File: config.mk
export PLATFORM = sky130hd
export DESIGN_NAME = fifo_wr_arbiter
export DESIGN_NICKNAME = d
export VERILOG_FILES = /design/src/rtl/fifo_wr_arbiter.sv
export SDC_FILE = /design/constraint.sdc
export NUM_CORES = 1
export LEC_CHECK = 0
export ABC_AREA = 1
export BUFFER_PORTS_ARGS = -buffer_cell sky130_fd_sc_hd__buf_2
export CAP_MARGIN = 20
export CORE_ASPECT_RATIO = 1.4
export CORE_UTILIZATION = 45
export CTS_CLUSTER_SIZE = 40
export DETAILED_ROUTE_END_ITERATION = 10
export PLACE_DENSITY_LB_ADDON = 0.25
export SLEW_MARGIN = 5
export SYNTH_ARGS = -nofsm -noshare
export SYNTH_HDL_FRONTEND = slang
export SYNTH_SLANG_ARGS = --single-unit
File: constraint.sdc
create_clock -name clk -period 3.2 [get_ports clk]
set_input_delay 0.64 -clock clk [delete_from_list [all_inputs] [get_ports clk]]
set_output_delay 0.64 -clock clk [all_outputs]
set_load 0.02 [all_outputs]
File: src/rtl/fifo_wr_arbiter.sv
// Round-robin arbiter sharing one FIFO write port among NREQ producers, with burst lock up to MAX_BURST beats.
// Optional macro ARB_HIPRI0_EN: requester 0 wins whenever no lock is being honoured.
module fifo_wr_arbiter #(
    parameter int unsigned NREQ      = 4,
    parameter int unsigned DWIDTH    = 8,
    parameter int unsigned MAX_BURST = 4
) (
    input  logic                      clk,
    input  logic                      rst,
    input  logic [NREQ-1:0]           req,
    input  logic [NREQ*DWIDTH-1:0]    req_data,
    output logic [NREQ-1:0]           ack,
    input  logic                      fifo_full,
    output logic                      fifo_wr_en,
    output logic [DWIDTH-1:0]         fifo_din,
    output logic [$clog2(NREQ)-1:0]   owner,
    output logic                      locked
);

    localparam int unsigned OW = $clog2(NREQ);
    localparam int unsigned CW = $clog2(MAX_BURST + 1);

    logic [OW-1:0] r_owner;
    logic [OW-1:0] r_ptr;
    logic [CW-1:0] r_cnt;
    logic          r_locked;

    logic          w_sel_vld;
    logic [OW-1:0] w_sel;
    logic          w_acc;
    logic          w_keep;
    logic [CW-1:0] w_cnt_n;
    logic [OW-1:0] w_ptr_nxt;
    int unsigned   w_idx;

    // Selection: honour an active lock, else search round-robin from r_ptr.
    always_comb begin
        w_sel_vld = 1'b0;
        w_sel     = '0;
        w_idx     = 0;
        if (!fifo_full) begin
            if (r_locked && req[r_owner]) begin
                w_sel_vld = 1'b1;
                w_sel     = r_owner;
            end
`ifdef ARB_HIPRI0_EN
            else if (req[0]) begin
                w_sel_vld = 1'b1;
                w_sel     = '0;
            end
`endif
            else begin
                for (int unsigned k = 0; k < NREQ; k++) begin
                    w_idx = (32'(r_ptr) + k) % NREQ;
                    if (!w_sel_vld && req[w_idx]) begin
                        w_sel_vld = 1'b1;
                        w_sel     = OW'(w_idx);
                    end
                end
            end
        end
    end

    // Outputs are gated by rst so no beat is accepted while reset is held.
    assign w_acc     = w_sel_vld && !rst;
    assign w_keep    = r_locked && (w_sel == r_owner);
    assign w_cnt_n   = w_keep ? (r_cnt + CW'(1)) : CW'(1);
    assign w_ptr_nxt = (w_sel == OW'(NREQ - 1)) ? '0 : (w_sel + OW'(1));

    always_comb begin
        ack      = '0;
        fifo_din = '0;
        if (w_acc) begin
            ack[w_sel] = 1'b1;
        end
        for (int unsigned i = 0; i < NREQ; i++) begin
            if (w_acc && (w_sel == OW'(i))) begin
                fifo_din = req_data[i*DWIDTH +: DWIDTH];
            end
        end
    end

    assign fifo_wr_en = w_acc;
    assign owner      = r_owner;
    assign locked     = r_locked;

    // Burst/lock state; a stalled FIFO holds everything.
    always_ff @(posedge clk or posedge rst) begin
        if (rst) begin
            r_owner  <= '0;
            r_ptr    <= '0;
            r_cnt    <= '0;
            r_locked <= 1'b0;
        end else if (w_acc) begin
            if (!w_keep) begin
                r_owner <= w_sel;
            end
            r_ptr <= w_ptr_nxt;
            if (w_cnt_n == CW'(MAX_BURST)) begin
                r_locked <= 1'b0;
                r_cnt    <= '0;
            end else begin
                r_locked <= 1'b1;
                r_cnt    <= w_cnt_n;
            end
        end else if (!fifo_full && r_locked && !req[r_owner]) begin
            r_locked <= 1'b0;
            r_cnt    <= '0;
        end
    end

endmodule

# == Word-level counts from Yosys, hierarchy flattened ==
# Index checks and enable logic that the tools add are counted.
# word_totals
inputBits,39
out_inout_bits,16
register_bits,8
# op_classes
n_addsub,5
n_eq_ne,5
muxes,43
n_reduce_logical,22
n_lt_le_gt_ge,7
n_bitwise,1
# op_table
op,count
8-bit 2-to-1 mux,4
1-bit 2-to-1 mux,21
"2-bit by 3-bit less-than comparator with 1-bit output, second input constant",6
2-bit 2-to-1 mux,7
1-bit logical AND,13
3-bit 2-to-1 mux,4
1-bit binary-select mux with 2-bit select,5
1-bit zero test,6
"2-bit by 1-bit adder with 2-bit output, second input constant",2
"2-bit adder, second input constant",2
"2-bit == test, second input constant",2
4-bit 2-to-1 mux,1
"3-bit by 1-bit adder with 3-bit output, second input constant",1
"3-bit == test, second input constant",1
1-bit demux with 2-bit select,1
"2-bit by 1-bit == test with 1-bit output, second input constant",1
2-bit == test,1
"2-bit by 1-bit >= comparator with 1-bit output, second input constant",1
2-bit zero test,1
2-bit AND reduction,1
2-bit nonzero test,1
1-bit inverter,1

# == Depth between registers and ports, before layout ==
# depth
ltp_word,26
depth_mapped,21
mapped_depth_nobuf,20

# == Worst setup path before layout ==
# OpenSTA, ideal clock, no wires.
# synth_path
kind,input -> output
start,input port req[2]
end,output port fifo_din[0]
path_slack_ns,-0.121
cell_stages,16
t_required_ns,2.560
arrival_time_ns,2.681
cell_sequence,inv_1 > nand2_2 > nand3_1 > nand2_2 > nor2_4 > nand3_1 > nand3_1 > nand2_1 > nand2_1 > nand2_1 > a21oi_1 > ha_1 > inv_1 > nor2_2 > a21oi_1 > a21oi_2
# synth_between
elab_chain_cells,26
# synth_rtl
item,line_no,text
from (decl),10,"input logic [NREQ-1:0] req,"
1-bit binary-select mux with 2-bit select,55,if (!w_sel_vld && req[w_idx]) begin
1-bit 2-to-1 mux (implied by the code),55,
1-bit 2-to-1 mux,55,
1-bit 2-to-1 mux,42,if (r_locked && req[r_owner]) begin
1-bit 2-to-1 mux,41,if (!fifo_full) begin
1-bit zero test,55,
1-bit logical AND,55,
1-bit 2-to-1 mux,55,
[9 not listed],n/a,
2-bit 2-to-1 mux,55,
2-bit 2-to-1 mux (*),42,
2-bit 2-to-1 mux (*),41,
named net w_sel[1],29,logic [OW-1:0] w_sel;
2-bit zero test,77,if (w_acc && (w_sel == OW'(i))) begin
1-bit logical AND,77,
8-bit 2-to-1 mux (3 in a row),77,
8-bit 2-to-1 mux (*),77,
to (decl),15,"output logic [DWIDTH-1:0] fifo_din,"
# Mark *: on every way through the listed nets, which the timed path passes. The rest lies on a longest branch. The select of a mux whose other input is x is not followed.

# == Worst setup path in the final report ==
# layout_path
start,register r_ptr[1]
end,output port fifo_din[2]
# layout_between
elab_chain_cells,26
# layout_rtl
item,line_no,text
from (decl),24,logic [OW-1:0] r_ptr;
from (signal assigned),98,r_ptr <= w_ptr_nxt;
1-bit binary-select mux with 2-bit select,55,
1-bit 2-to-1 mux (implied by the code),55,
1-bit 2-to-1 mux,55,
1-bit 2-to-1 mux,42,
1-bit 2-to-1 mux,41,
1-bit zero test,55,
1-bit logical AND,55,
1-bit 2-to-1 mux,55,
[9 not listed],n/a,
2-bit 2-to-1 mux (*),55,
2-bit 2-to-1 mux (*),42,
2-bit 2-to-1 mux (*),41,
named net w_sel[0],29,
2-bit zero test,77,
1-bit logical AND,77,
8-bit 2-to-1 mux (3 in a row),77,
8-bit 2-to-1 mux (*),77,
# Marked as above.

==> impl_metrics.toml <==
[sta]
rsz0062_at_grt = "yes"
final.setup.worst_slack_ns = -0.328
max_freq_ghz = 0.283
maxSlewViolCount = 0
fin_worst_skew_ns = 0.00845
setup_viol = 17
worst_pin_slew_ns = 0.340
hold_viol_final = 0
slew_headroom_pct = 77.3
period_share_pct = 110
period_needed_ns = 3.53

[die]
initial_core_util_pct = 49.0
io_pins = 55
die_y_um = 63.4
rows = 21
die_width_um = 45.8
core_um2 = 2470
die_area_um2 = 2900

[worst_setup_path]
worstSetupStartpointType = "flip-flop"
r2r_start = "owner[1]$_DFFE_PP0P_"
required_ns = 2.56
crit_fanout = 9
ff2ff_path_depth = 25
reg2reg_slack_ns = -0.27
worst_ep_arrival_time_ns = 2.89
path_class = "reg -> out"
critPathCaptureType = "primary output"
r2r-end = "locked$_DFFE_PP0P_"
crit_start = "r_ptr[1]$_DFFE_PP0P_"
crit_end = "fifo_din[2]"

[finish]
stdcell_count = 332
drive_above_1_share_pct = 65.1
nets = 344
syn_to_final_growth_pct = 87.4
diodes = 0

[synthesis]
synth.top_cells.by_area = "nand2_1, dfrtp_1, nand3_1, inv_1, a21oi_2"
yosys_register_bits = 8
syn_inst = 194
syn_area_per_cell_um2 = 6.24
yosysTopAreaCell = "nand2_1"
ys_types = 28
ys_warn_count = 0
yosysSeqAreaShare_pct = 16.5
synth_area_um2 = 1210
yosysTopAreaCellShare_pct = 19.5
syn_nets = 238

[detailed_routing]
routedWlPerCell_um = 20.0
drc = 0
drt-vias-per-instance = 6.16
via_count = 2046
routed_wirelength_um = 6630
ant_nets = 0
firstDrtPassIters = 5
drtIter0Drc = 154

[clocking]
root_buffer = "clkbuf_4"
clk_latency_ns = 0.26
tritoncts = "done"
htreeDepth = 1
clkSinkCount = 8
cts_buffers = 3
cts.clk_slew.worst_paths_ns = 0.06
clockBufferDepth = 2

[global_routing]
grt_overflow = 0
grt_max_degree = 17
grt_pass1_wl_um = 7160
grt_pass1_vias = 1713
antenna_found_initial = 0
grt_usage_pct = 33.4

[place]
hpwl_um = 2590
dp_slack_ns = -0.158
dp_cells = 299
place.gp.congestion = 0.825
numPortBuffers = 54

[pwr]
swShare_pct = 55.1
intPower_mw = 1.12
pwr-share-comb_pct = 87.4
p_seq_share_pct = 9.3
peakVddDrop_mv = 0.590
pwr-share-clk_pct = 3.2
p_switching_mw = 1.37
leakage_nw = 1.17
power_density_nw_per_um2 = 1100

[status]
violations = "negative setup slack"
outcome = "finished with violations"

[min_path]
hp-class = "in -> async"

[run]
drv_cap = 0
[stage by stage]
stage / power, mW / hold slack, ns / setup TNS (ns) / utilization (%) / cell area (um^2)
floorplan: 1.09 / 0.453 / 0 / - / 1220
global placement: 1.48 / 0.469 / -0.785 / 66.7 / 1650
detailed placement: 1.50 / 0.474 / -1.09 / 66.7 / 1650
CTS: 1.95 / 0.374 / -0.796 / 81.3 / 2010
global route: 2.59 / 0.380 / -5.80 / 91.8 / 2270
finish: 2.49 / 0.373 / -3.65 / 91.8 / 2270
[synth_stat cells, drive strengths merged]
master,number
dfrtp,8
nand2,74
ha,5
xor2,1
clkinv,1
buf,4
nor2,8
inv,25
a21oi,19
o21ai,15
nand3,19
o2111ai,1
nand4,3
nor3,10
o22ai,1
[worst max-delay path: stages (launching register included)]
cell     delay (ns)
dfrtp_2        0.46
inv_2          0.13
nand2_1        0.08
nand2_2        0.07
nand2_2        0.06
buf_4          0.13
buf_4          0.12
nand3_1        0.10
nand2_1        0.06
nand2_1        0.06
nand2_1        0.07
nand2_2        0.08
nand2_2        0.10
inv_4          0.12
ha_4           0.17
nand2_8        0.08
inv_6          0.09
nand2_1        0.07
nand2_2        0.10
o21ai_1        0.12
a21oi_2        0.19
buf_4          0.17
[state kept, by name, summed over array words and instances, names as in the netlist]
register,count
r_cnt,3
owner,2
locked,1
r_ptr,2
[cell usage in the layout (no fill, tap or decap), types with 4 or more instances in the layout]
master    n
nor3_2    5
o21ai_0   4
nand2_1  47
a21oi_2  14
ha_4      4
nand3_2   6
nand3_1  13
buf_6    18
nor2_4    6
buf_2    43
nand2_4   9
inv_1    15
inv_2     6
o21ai_1   7
buf_4    43
dfrtp_1   6
o21ai_2   4
nand2_2  17
[power groups by stage]
stage,clock network [mW],logic (mW),registers (mW)
floorplan,0,0.885,0.204
global placement,0,1.27,0.207
CTS,0.0764,1.67,0.206
global route,0.0885,2.27,0.233
finish,0.0807,2.18,0.233
detailed placement,0,1.29,0.208
[final cells by class]
cell class	count	area, um^2
Multi-Input combinational cell	156	1130
Timing Repair Buffer	104	741
Sequential cell	8	203
Fill cell	111	203
Inverter	26	118
Tap cell	34	42.5
Clock buffer	3	22.5
Timing Repair inverter	1	7.51
[metal layers]
layer  global-route usage, %  part of all wire (%)
met1                    32.3                    31
met2                    63.6                    49
met3                    4.30                    10
met4                    16.2                    10
met5                       0                     0
[cell families after synthesis]
| group | Yosys count | share of synthesized area [%] |
|---|---|---|
| fa+ha+maj | 5 | 5.17 |
| compound gates | 36 | 17.8 |
| simple gates | 114 | 47.7 |
| flops | 8 | 16.5 |
| xor+xnor | 1 | 0.724 |
| buf+inv | 30 | 12.1 |
[worst min path at each step]
stage / to / slack [ns]
finish: owner[0]$_DFFE_PP0P_ / 0.37
CTS: r_cnt[1]$_DFFE_PP0P_ / 0.37
floorplan: r_cnt[1]$_DFFE_PP0P_ / 0.45
detailed placement: r_cnt[1]$_DFFE_PP0P_ / 0.47
global placement: r_cnt[1]$_DFFE_PP0P_ / 0.47
global route: owner[0]$_DFFE_PP0P_ / 0.38
[what timing repair did]
action                                  CTS  global route
pin swaps                                11            25
gates resized for setup                  56            52
endpoints found under the setup margin   10            18
gates cloned                              1             0
setup buffers                            19            10
hold buffers                              0             0
Note: power is estimated with default switching activity, not from simulation.
